**config.mk**
```make
export PLATFORM = sky130hd
export DESIGN_NAME = button_bank_flat
export DESIGN_NICKNAME = d
export VERILOG_FILES = /design/src/rtl/button_bank_if.sv /design/src/rtl/button_bank.sv /design/src/flat_wrapper.sv
export SDC_FILE = /design/constraint.sdc
export NUM_CORES = 1
export LEC_CHECK = 0
export ABC_AREA = 1
export CORE_MARGIN = 2
export CORE_UTILIZATION = 40
export CTS_CLUSTER_DIAMETER = 50
export DETAILED_ROUTE_END_ITERATION = 16
export GPL_TIMING_DRIVEN = 0
export SYNTH_ARGS = -nofsm -noshare
export SYNTH_HDL_FRONTEND = slang
export SYNTH_SLANG_ARGS = --single-unit
```
**constraint.sdc**
```tcl
create_clock -name clk -period 1.78 [get_ports clk]
set_input_delay 0.267 -clock clk [delete_from_list [all_inputs] [get_ports clk]]
set_output_delay 0.267 -clock clk [all_outputs]
set_load 0.1 [all_outputs]
```
**src/rtl/button_bank_if.sv**
```systemverilog
// Button bank signal bundle: raw button levels in, accepted-press, long-press and held levels out.
interface button_bank_if #(
   parameter int N_BTN = 5
);
   logic [N_BTN-1:0] bt;
   logic [N_BTN-1:0] pos;
   logic [N_BTN-1:0] long_pos;
   logic [N_BTN-1:0] held;

   modport master (output bt, input pos, long_pos, held);
   modport slave  (input bt, output pos, long_pos, held);
endinterface

```
**src/rtl/button_bank.sv**
```systemverilog
// N-channel push-button front end: sync, press pulse with lockout, long-press pulse, held level.
// Optional auto-repeat while a long press is held: define BUTTON_BANK_AUTOREPEAT_EN.
module button_bank_chan #(
   parameter int LOCK_CYCLES   = 8,
   parameter int LONG_CYCLES   = 20,
   parameter int REPEAT_CYCLES = 5,
   parameter int CW            = 5
) (
   input  logic clk,
   input  logic rst,
   input  logic bt,
   output logic pos,
   output logic long_pos,
   output logic held
);
   typedef enum logic [1:0] {IDLE, PRESS, HOLD, LOCK} state_t;

   localparam logic [CW-1:0] LOCK_END = CW'(LOCK_CYCLES - 1);
   localparam logic [CW-1:0] LONG_END = CW'(LONG_CYCLES - 1);
   localparam logic [CW-1:0] CNT_MAX  = CW'(LONG_CYCLES);
`ifdef BUTTON_BANK_AUTOREPEAT_EN
   localparam logic [CW-1:0] REP_END  = CW'(REPEAT_CYCLES - 1);
`endif

   if (LONG_CYCLES <= LOCK_CYCLES || LOCK_CYCLES < 1 || REPEAT_CYCLES < 1) begin : g_bad_cfg
      $error("button_bank: need LONG_CYCLES > LOCK_CYCLES >= 1 and REPEAT_CYCLES >= 1");
   end

   logic          s1, s2, s3;
   logic          lvl, rise;
   state_t        state, nxt;
   logic [CW-1:0] cnt;
   logic          pos_c, long_c, rep_hit;
   logic          pend_pos, pend_long;

   assign lvl  = s2;
   assign rise = s2 & ~s3;

   always_ff @(posedge clk) begin
      if (rst) begin
         s1 <= 1'b0;
         s2 <= 1'b0;
         s3 <= 1'b0;
      end else begin
         s1 <= bt;
         s2 <= s1;
         s3 <= s2;
      end
   end

   always_ff @(posedge clk) begin
      if (rst) state <= IDLE;
      else     state <= nxt;
   end

   always_comb begin
      nxt = state;
      case (state)
         IDLE:  if (rise) nxt = PRESS;
         // a release always wins over a long threshold reached in the same cycle
         PRESS: if (!lvl)                nxt = (cnt < LOCK_END) ? LOCK : IDLE;
                else if (cnt == LONG_END) nxt = HOLD;
         HOLD:  if (!lvl) nxt = IDLE;
         LOCK:  if (cnt == LOCK_END) nxt = IDLE;
         default: nxt = IDLE;
      endcase
   end

   always_comb begin
      rep_hit = 1'b0;
`ifdef BUTTON_BANK_AUTOREPEAT_EN
      rep_hit = (state == HOLD) && lvl && (cnt == REP_END);
`endif
      pos_c  = ((state == IDLE) && rise) || rep_hit;
      long_c = (state == PRESS) && lvl && (cnt == LONG_END);
   end

   // cnt sits at 0 while idle, so acceptance always starts the count from zero
   always_ff @(posedge clk) begin
      if (rst || state == IDLE) cnt <= '0;
`ifdef BUTTON_BANK_AUTOREPEAT_EN
      else if (long_c || rep_hit) cnt <= '0;
`endif
      else if (cnt != CNT_MAX) cnt <= cnt + 1'b1;
   end

   // pulses pass through one staging register so pos lands three cycles after the first sample
   always_ff @(posedge clk) begin
      if (rst) begin
         pend_pos  <= 1'b0;
         pend_long <= 1'b0;
         pos       <= 1'b0;
         long_pos  <= 1'b0;
         held      <= 1'b0;
      end else begin
         pend_pos  <= pos_c;
         pend_long <= long_c;
         pos       <= pend_pos;
         long_pos  <= pend_long;
         held      <= s2;
      end
   end
endmodule

module button_bank #(
   parameter int N_BTN         = 5,
   parameter int LOCK_CYCLES   = 25_000_000,
   parameter int LONG_CYCLES   = 100_000_000,
   parameter int REPEAT_CYCLES = 20_000_000
) (
   input logic          clk,
   input logic          rst,
   button_bank_if.slave bus
);
   localparam int CW = $clog2(LONG_CYCLES + 1);

   for (genvar i = 0; i < N_BTN; i++) begin : g_chan
      button_bank_chan #(
         .LOCK_CYCLES  (LOCK_CYCLES),
         .LONG_CYCLES  (LONG_CYCLES),
         .REPEAT_CYCLES(REPEAT_CYCLES),
         .CW           (CW)
      ) u_chan (
         .clk     (clk),
         .rst     (rst),
         .bt      (bus.bt[i]),
         .pos     (bus.pos[i]),
         .long_pos(bus.long_pos[i]),
         .held    (bus.held[i])
      );
   end
endmodule

```
**src/flat_wrapper.sv**
```systemverilog
// flat-port wrapper written by rule: the top's interface ports become plain ports
module button_bank_flat 
#(
   parameter int N_BTN         = 5,
   parameter int LOCK_CYCLES   = 25_000_000,
   parameter int LONG_CYCLES   = 100_000_000,
   parameter int REPEAT_CYCLES = 20_000_000
)
  (clk, rst, bus_bt, bus_pos, bus_long_pos, bus_held);
  button_bank_if #(.N_BTN(N_BTN)) bus_i ();
  input logic clk;
  input logic rst;
  input wire logic [$bits(bus_i.bt)-1:0] bus_bt;
  output wire logic [$bits(bus_i.pos)-1:0] bus_pos;
  output wire logic [$bits(bus_i.long_pos)-1:0] bus_long_pos;
  output wire logic [$bits(bus_i.held)-1:0] bus_held;
  assign bus_i.bt = bus_bt;
  assign bus_pos = bus_i.pos;
  assign bus_long_pos = bus_i.long_pos;
  assign bus_held = bus_i.held;
  button_bank #(.N_BTN(N_BTN), .LOCK_CYCLES(LOCK_CYCLES), .LONG_CYCLES(LONG_CYCLES), .REPEAT_CYCLES(REPEAT_CYCLES)) u_core (.clk(clk), .rst(rst), .bus(bus_i));
endmodule
```
==> results_tabular.tex, run 1 <==
\begin{tabular}{lr}
\hline
Metric & Value \\
\hline
\multicolumn{2}{l}{\textbf{Logic synthesis}} \\
Share of the synthesized area in the top cell type & a little under two fifths \\
Synthesized-area fraction occupied by adder cells & about 1.3\% \\
Number of standard cells after synthesis & between 1,000 and 1,500 \\
Proportion of register bits with asynchronous set or reset after synthesis & 0\% \\
Post-synth top cells & 327 x nand2\_1, 236 x nor2\_1, 213 x inv\_1 \\
YS warnings & 0 \\
Main area contributors after synthesis & dfxtp\_1 37\%, nand2\_1 13\%, nor2\_1 9.2\%, inv\_1 8.3\%, a21oi\_1 5.3\% \\
Dominant combinational cell family by area after synthesis & simple AND/OR/NAND/NOR gates \\
Library cell with the highest instance count after synthesis & nand2\_1 \\
Portion of netlist area occupied by mux cells & 0\% \\
Post-Synthesis Net Count & roughly 1,500 \\
Number of synthesized register bits & 180 \\
Fraction of the yosys area taken by sequential cells & between 30\% and 40\% \\
Number of flops mapped to enable cells by yosys & 0 \\
Cell area after technology mapping & 0.00962 mm\^{}2 \\
Yosys top cell by area & dfxtp\_1 \\
Synth Area in Compound Gates & under 10\% \\
Dominant register cell in the synthesized netlist & dfxtp\_1 \\
Average footprint of a synthesized cell & 6.49 um\^{}2 \\
Post-synthesis share of cell area spent on xor and xnor gates & less than 1\% \\
Post-Synth Simple-Gate Area & 39.9\% \\
Netlist cell types & 45 \\
\multicolumn{2}{l}{\textbf{Floorplan}} \\
Top-Level Pins & 22 \\
Die extent in x & approximately 160 um \\
Core Footprint & 0.0235 mm\^{}2 \\
Site row count & 56 \\
Area enclosed by the die boundary & roughly 0.025 mm\^{}2 \\
Die height & 159 um \\
Initial Util & 40.9\% \\
\multicolumn{2}{l}{\textbf{Worst setup path}} \\
Critical path startpoint category & flip-flop \\
Worst R2R Setup Slack & roughly 0.12 ns \\
Source of the critical timing path & u\_core.g\_chan[3].u\_chan.long\_pos\$\_SDFF\_PP0\_ \\
Kind of end point of the critical path & output pin \\
Worst Path Arrival & between 1 and 1.5 ns \\
RR Startpoint & u\_core.g\_chan[4].u\_chan.cnt[0]\$\_SDFFE\_PP0P\_ \\
Start-to-end type of the worst setup path & flip-flop to output pin \\
Worst reg2reg endpoint & u\_core.g\_chan[4].u\_chan.cnt[20]\$\_SDFFE\_PP0P\_ \\
Count of cells along the worst register-to-register path & 11 \\
Largest fanout of any net on the critical path & 1 \\
Worst Path Required & between 1.5 and 2 ns \\
\multicolumn{2}{l}{\textbf{Pwr}} \\
Pwr/cell area & $\sim$960 mW/mm\^{}2 \\
Total Power Consumption & approximately 0.011 W \\
Static leakage power & between 4 and 5 nW \\
Worst vdd ir & about 0.5 mV \\
\multicolumn{2}{l}{\textbf{Global route}} \\
Via count of the first global-routing pass & 8,200 \\
Maximum number of pins on one net before global-route repair & 17 \\
Wire length of the first global-routing pass & about 38,000 um \\
Global Route Usage Sum & 17.9\% \\
Antenna violations before repair & 0 \\
Leftover overflow at the end of global routing & 0 \\
\multicolumn{2}{l}{\textbf{Detailed routing}} \\
Routed len/inst & roughly 12 um \\
Initial DRC count & approximately 570 \\
Iteration count of the initial detailed-routing pass & 5 \\
DRC violations left & 0 \\
Total vias in the final route & a little over 9,000 \\
Antenna-violating nets left & 0 \\
Vias per Instance & about 5 \\
WL final & 22,700 um \\
\multicolumn{2}{l}{\textbf{STA}} \\
Final sum of negative setup slack & 0 ns \\
Slew at the pin closest to its max-slew limit & approximately 0.55 ns \\
Max-slew violation count & 0 \\
Maximum clock rate & 580 MHz \\
Tcrit/Tclk final & 96.8\% \\
Final setup slack of the worst path & roughly 0.057 ns \\
Crit path time final & roughly 1.7 ns \\
Final Hold Fails & 0 \\
Worst max-slew margin expressed relative to the limit & a little under two thirds \\
Setup-violating endpoint count in the final report & 0 \\
Worst clock skew & approximately 0.011 ns \\
\multicolumn{2}{l}{\textbf{Clocking}} \\
Root buffer cell & clkbuf\_16 \\
Hold-fix buffers at CTS & 0 \\
Number of clock buffers inserted by TritonCTS & 17 \\
Maximum clock insertion buffer count & 2 \\
Clock sink count & 180 \\
Clock tree from TritonCTS & yes \\
Clock latency on the worst-skew pair & 0.43 ns \\
H-tree level count & 4 \\
Clock edge transition at the registers on the reported setup and hold paths & about 0.07 ns \\
\multicolumn{2}{l}{\textbf{Cells and area}} \\
Share of cells above drive strength 1 & roughly an eighth \\
Signed area change from the synthesized netlist to the final layout & 17.3\% \\
Antenna cells & 0 \\
Net count, final & between 1,500 and 2,000 \\
Layout fillers & between 2,000 and 2,500 \\
\multicolumn{2}{l}{\textbf{Placed design}} \\
HPWL after DPL & 17,100 um \\
IO buf count & 21 \\
Last weighted congestion value of the routability-driven placer & just under 0.9 \\
Pre-CTS WS & -0.771 ns \\
\multicolumn{2}{l}{\textbf{Hold path}} \\
Hold wc startpoint & bus\_bt[0] \\
Hold/Removal Path Class & input port to flip-flop \\
End point of the worst hold path & u\_core.g\_chan[0].u\_chan.s1\$\_SDFF\_PP0\_ \\
Count of cells along the worst hold path & 3 \\
\multicolumn{2}{l}{\textbf{Run status}} \\
Result of the run & finished clean \\
\multicolumn{2}{l}{\textbf{Run}} \\
Number of maximum-capacitance constraint violations & 0 \\
\hline
\end{tabular}
state kept, by name, summed over array words and instances, names as in the netlist:
| name | cells |
|---|---|
| u_core.g_chan.u_chan.pend_pos | 5 |
| u_core.g_chan.u_chan.s1 | 5 |
| u_core.g_chan.u_chan.held | 4 |
| u_core.g_chan.u_chan.long_pos | 5 |
| u_core.g_chan.u_chan.pend_long | 5 |
| u_core.g_chan.u_chan.pos | 5 |
| u_core.g_chan.u_chan.cnt | 135 |
| u_core.g_chan.u_chan.lvl | 5 |
| u_core.g_chan.u_chan.state | 10 |
| u_core.g_chan.u_chan.s3 | 1 |
layout by cell type, fill, tap and decap left out, drive strengths merged:
cell           synthesis  routed
nor4                  18      18
or2                   14      14
o21ai                 68      68
o21a                   2       2
buf                   22      40
nand3                 98      98
nor2                 255     255
clkinv                 4       6
or3                    2       2
nor3b                  8       8
nand4                 43      43
ha                    10      10
bufinv                 0       7
and3                   2       2
clkdlybuf4s15          0      11
or4                    1       1
clkdlybuf4s50          0       5
nor2b                  1       1
a2bb2oi                1       1
o21bai                 1       1
xor2                   9       9
clkinvlp               0       2
clkdlybuf4s18          0       3
a21oi                102     102
clkbuf                 6      23
nor3                  64      64
dfxtp                180     180
a211oi                 2       2
xnor2                  1       1
nand3b                 4       4
a31oi                  4       4
dlymetal6s2s           0       1
nand2                334     334
inv                  222     226
o31ai                  4       4
final cells by class:
type / count / area, um^2 / share of cell area [%]
buffer: 28 / 176 / 1.56
clock buffer: 17 / 425 / 3.77
clock inverter: 15 / 273 / 2.42
inverter: 226 / 851 / 7.54
multi-input combinational: 1048 / 5170 / 45.8
sequential: 180 / 3630 / 32.2
tap: 319 / 399 / 3.54
timing repair buffer: 38 / 362 / 3.20
worst max-delay path by stage:
stage               depth (start not counted)                                             to
floorplan                                  12  u_core.g_chan[2].u_chan.state[0]$_SDFFE_PP0P_
global placement                            5    u_core.g_chan[3].u_chan.cnt[6]$_SDFFE_PP0P_
detailed placement                          5    u_core.g_chan[3].u_chan.cnt[6]$_SDFFE_PP0P_
CTS                                         8   u_core.g_chan[4].u_chan.cnt[24]$_SDFFE_PP0P_
global route                               12  u_core.g_chan[2].u_chan.state[1]$_SDFFE_PP0P_
finish                                      2                                bus_long_pos[3]
layer usage:
| layer | global-route usage [%] | wire length, um | vias up |
|---|---|---|---|
| met5 | 0 | 0 | - |
| met4 | 5.12 | 238 | 0 |
| met3 | 2.42 | 700 | 19 |
| met2 | 28.2 | 10000 | 135 |
| met1 | 25.7 | 11800 | 4063 |
| li1 | - | - | 4887 |
cell families after synthesis:
kind of cell / Yosys count
buffers and inverters: 254
DFF: 180
AOI/OAI and AO/OA: 184
adders and majority gates: 10
xor gates and xnor gates: 10
and+or+nand+nor: 844
per-stage QoR:
step / cells / utilization [%] / hold slack [ns] / area [um^2]
2_1_floorplan: 1482 / - / 0.374 / 9620
3_3_place_gp: 1822 / 43.5 / 0.390 / 10200
3_5_place_dp: 1822 / 43.5 / 0.394 / 10200
4_1_cts: 1857 / 46.7 / 0.371 / 11000
5_1_grt: 1871 / 47.9 / 0.393 / 11300
6_report: 1871 / 47.9 / 0.374 / 11300
report_power, final:
part           internal, W  leakage [nW]  switching, W
Sequential         0.00425          1.46      0.000195
Combinational     0.000575          2.29       0.00129
Clock              0.00279         0.336       0.00168
worst max-delay path, cell delays in order, from the launching register on:
cell	delay [ns]
dfxtp_1	0.37
buf_4	0.12
clkdlybuf4s15_2	0.54
timing repair:
item	4_1_cts	5_1_grt
pin swaps	1	11
buffers inserted	3	14
resized for setup	56	68
endpoints found under the setup margin	82	72
Power figures use the tool's default switching activity.
==> inputs of run 2 (changes only) <==
Settings changed: SETUP_SLACK_MARGIN from default to 0.1.
==> results_tabular.tex, run 2 (same netlist as run 1, synthesis figures left out) <==
\begin{tabular}{lr}
\hline
Metric & Value \\
\hline
\multicolumn{2}{l}{\textbf{STA}} \\
Final setup slack of the worst path & 0.135 ns (+0.0785 ns) \\
Unrepaired setup endpoints after global routing & true \\
Worst clock skew & 0.0119 ns (+0.000675 ns) \\
Maximum clock rate & 608 MHz (+4.8\%) \\
Worst max-slew margin expressed relative to the limit & 63.7\% (+0.12 points) \\
Final Hold Fails & 0 (unchanged) \\
Slew at the pin closest to its max-slew limit & 0.548 ns (-0.00185 ns) \\
Tightest hold margin & 0.373 ns (-0.000952 ns) \\
Max-slew violation count & 0 (unchanged) \\
Crit path time final & 1.64 ns (-0.0785 ns) \\
Setup-violating endpoint count in the final report & 0 (unchanged) \\
Tcrit/Tclk final & 92.4\% (-4.4 points) \\
\multicolumn{2}{l}{\textbf{Global route}} \\
Global Route Usage Sum & 18.1\% (+0.12 points) \\
Leftover overflow at the end of global routing & 0 (unchanged) \\
Maximum number of pins on one net before global-route repair & 17 (unchanged) \\
Wire length of the first global-routing pass & 38,700 um (+0.77\%) \\
Via count of the first global-routing pass & 8,251 (+0.62\%) \\
Antenna violations before repair & 0 (unchanged) \\
\multicolumn{2}{l}{\textbf{Placed design}} \\
Number of placed cells counting well taps & 1,822 (unchanged) \\
IO buf count & 21 (unchanged) \\
HPWL after DPL & 17,100 um (unchanged) \\
Last weighted congestion value of the routability-driven placer & 0.888 (unchanged) \\
Pre-CTS WS & -0.771 ns (unchanged) \\
\multicolumn{2}{l}{\textbf{Pwr}} \\
Total Power Consumption & 0.0109 W (+0.72\%) \\
Pwr/cell area & 942 mW/mm\^{}2 (-1.5\%) \\
Worst vdd ir & 0.498 mV (+0.43\%) \\
Static leakage power & 4.25 nW (+3.9\%) \\
\multicolumn{2}{l}{\textbf{Detailed routing}} \\
Routed len/inst & 12.3 um (+1.7\%) \\
Met3 WL & 719 um (+2.7\%) \\
DR top layer & met4 \\
Iteration count of the initial detailed-routing pass & 5 (unchanged) \\
Vias per Instance & 4.89 (+0.42\%) \\
Met2 Routed Length & 10,500 um (+4.8\%) \\
Antenna-violating nets left & 0 (unchanged) \\
Total vias in the final route & 9,181 (+0.85\%) \\
DRC violations left & 0 (unchanged) \\
Met1 wire length & 11,700 um (-0.44\%) \\
WL final & 23,200 um (+2.1\%) \\
Initial DRC count & 505 (-11\%) \\
\multicolumn{2}{l}{\textbf{Clocking}} \\
Root buffer cell & clkbuf\_16 \\
Clock edge transition at the registers on the reported setup and hold paths & 0.07 ns (about the same) \\
Maximum clock insertion buffer count & 2 (unchanged) \\
Clock tree from TritonCTS & yes \\
H-tree level count & 4 (unchanged) \\
Clock latency on the worst-skew pair & 0.43 ns (about the same) \\
Hold-fix buffers at CTS & 0 (unchanged) \\
Clock sink count & 180 (unchanged) \\
Number of clock buffers inserted by TritonCTS & 17 (unchanged) \\
\multicolumn{2}{l}{\textbf{Worst setup path}} \\
Start-to-end type of the worst setup path & flip-flop to output pin \\
Worst Path Arrival & 1.38 ns (-0.08 ns) \\
Kind of end point of the critical path & output pin \\
Worst Path Required & 1.51 ns (about the same) \\
Critical path startpoint category & flip-flop \\
Largest fanout of any net on the critical path & 1 (unchanged) \\
\multicolumn{2}{l}{\textbf{Cells and area}} \\
Signed area change from the synthesized netlist to the final layout & 19.9\% \\
Share of cells above drive strength 1 & 16.7\% (+4.0 points) \\
Layout fillers & 2,459 (-1.2\%) \\
Largest registers ranked by flip-flop count & u\_core.g\_chan.u\_chan.cnt: 135 flops, u\_core.g\_chan.u\_chan.state: 10 flops \\
Share of the core filled with cells in the final layout & 49.0\% (+1.1 points) \\
Net count, final & 1,564 (+0.51\%) \\
Antenna cells & 0 (unchanged) \\
Number of flip-flops under the largest register name & 135 (unchanged) \\
Top library cells by usage in the layout, fill and taps aside & 311 x nand2\_1, 210 x inv\_1, 205 x nor2\_1, 149 x dfxtp\_1, 102 x a21oi\_1 \\
Biggest register & u\_core.g\_chan.u\_chan.cnt \\
Post-route non-filler standard cell count & 1,879 (+0.43\%) \\
Most frequent standard cell in the layout excluding fill and tap cells & nand2\_1 \\
\multicolumn{2}{l}{\textbf{Run}} \\
Number of maximum-capacitance constraint violations & 0 (unchanged) \\
\multicolumn{2}{l}{\textbf{Floorplan}} \\
Core Footprint & 0.0235 mm\^{}2 (unchanged) \\
Die extent in x & 159 um (unchanged) \\
Top-Level Pins & 22 (unchanged) \\
Die height & 159 um (unchanged) \\
Area enclosed by the die boundary & 0.0253 mm\^{}2 (unchanged) \\
Site row count & 56 (unchanged) \\
Initial Util & 40.9\% (unchanged) \\
\multicolumn{2}{l}{\textbf{Run status}} \\
Result of the run & finished clean \\
\multicolumn{2}{l}{\textbf{Hold path}} \\
Hold/Removal Path Class & input port to flip-flop \\
\hline
\end{tabular}
run 2: per-layer routing:
layer | vias to the layer above | global-route usage (%)
met3 | 23 | 2.47
met1 | 4129 | 25.8
li1 | 4898 | -
met2 | 131 | 28.4
met5 | - | 0
met4 | 0 | 5.33
run 2: power by group:
group	internal, W	switching (W)
clock network	0.00279	0.00169
registers	0.00425	0.000212
logic	0.000594	0.00133
run 2: what timing repair did:
action / CTS / global route
resized for setup: 94 / 125
buffers inserted: 5 / 20
pin swaps: 2 / 30
setup endpoints to repair: 117 / 88
run 2: critical path, stage by stage, from the launching register on:
cell and delay [ns]:
dfxtp_1 0.31, buf_4 0.09, clkdlybuf4s15_2 0.54
run 2: layout make-up:
class / instances / area [um^2] / area share [%]
Buffer: 28 / 176 / 1.53
Clock buffer: 17 / 425 / 3.69
Clock inverter: 15 / 273 / 2.36
Inverter: 226 / 851 / 7.37
Multi-Input combinational cell: 1048 / 5410 / 46.9
Sequential cell: 180 / 3660 / 31.7
Tap cell: 319 / 399 / 3.46
Timing Repair Buffer: 46 / 345 / 2.99
run 2: final timing paths:
path	from	endpoint	slack (ns)	cells after the start
max reg2reg	u_core.g_chan[0].u_chan.cnt[1]$_SDFFE_PP0P_	u_core.g_chan[0].u_chan.state[1]$_SDFFE_PP0P_	0.18	11
min	bus_bt[0]	u_core.g_chan[0].u_chan.s1$_SDFF_PP0_	0.37	3
min reg2reg	u_core.g_chan[0].u_chan.pend_pos$_SDFF_PP0_	u_core.g_chan[0].u_chan.pos$_SDFF_PP0_	0.40	2
max	u_core.g_chan[2].u_chan.long_pos$_SDFF_PP0_	bus_long_pos[2]	0.14	2
run 2: metrics by stage:
stage	TNS (ns)	cell area, um^2
2_1_floorplan	0	9620
3_3_place_gp	-62.25	10200
3_5_place_dp	-66.80	10200
4_1_cts	0	11000
5_1_grt	0	11500
6_report	0	11500
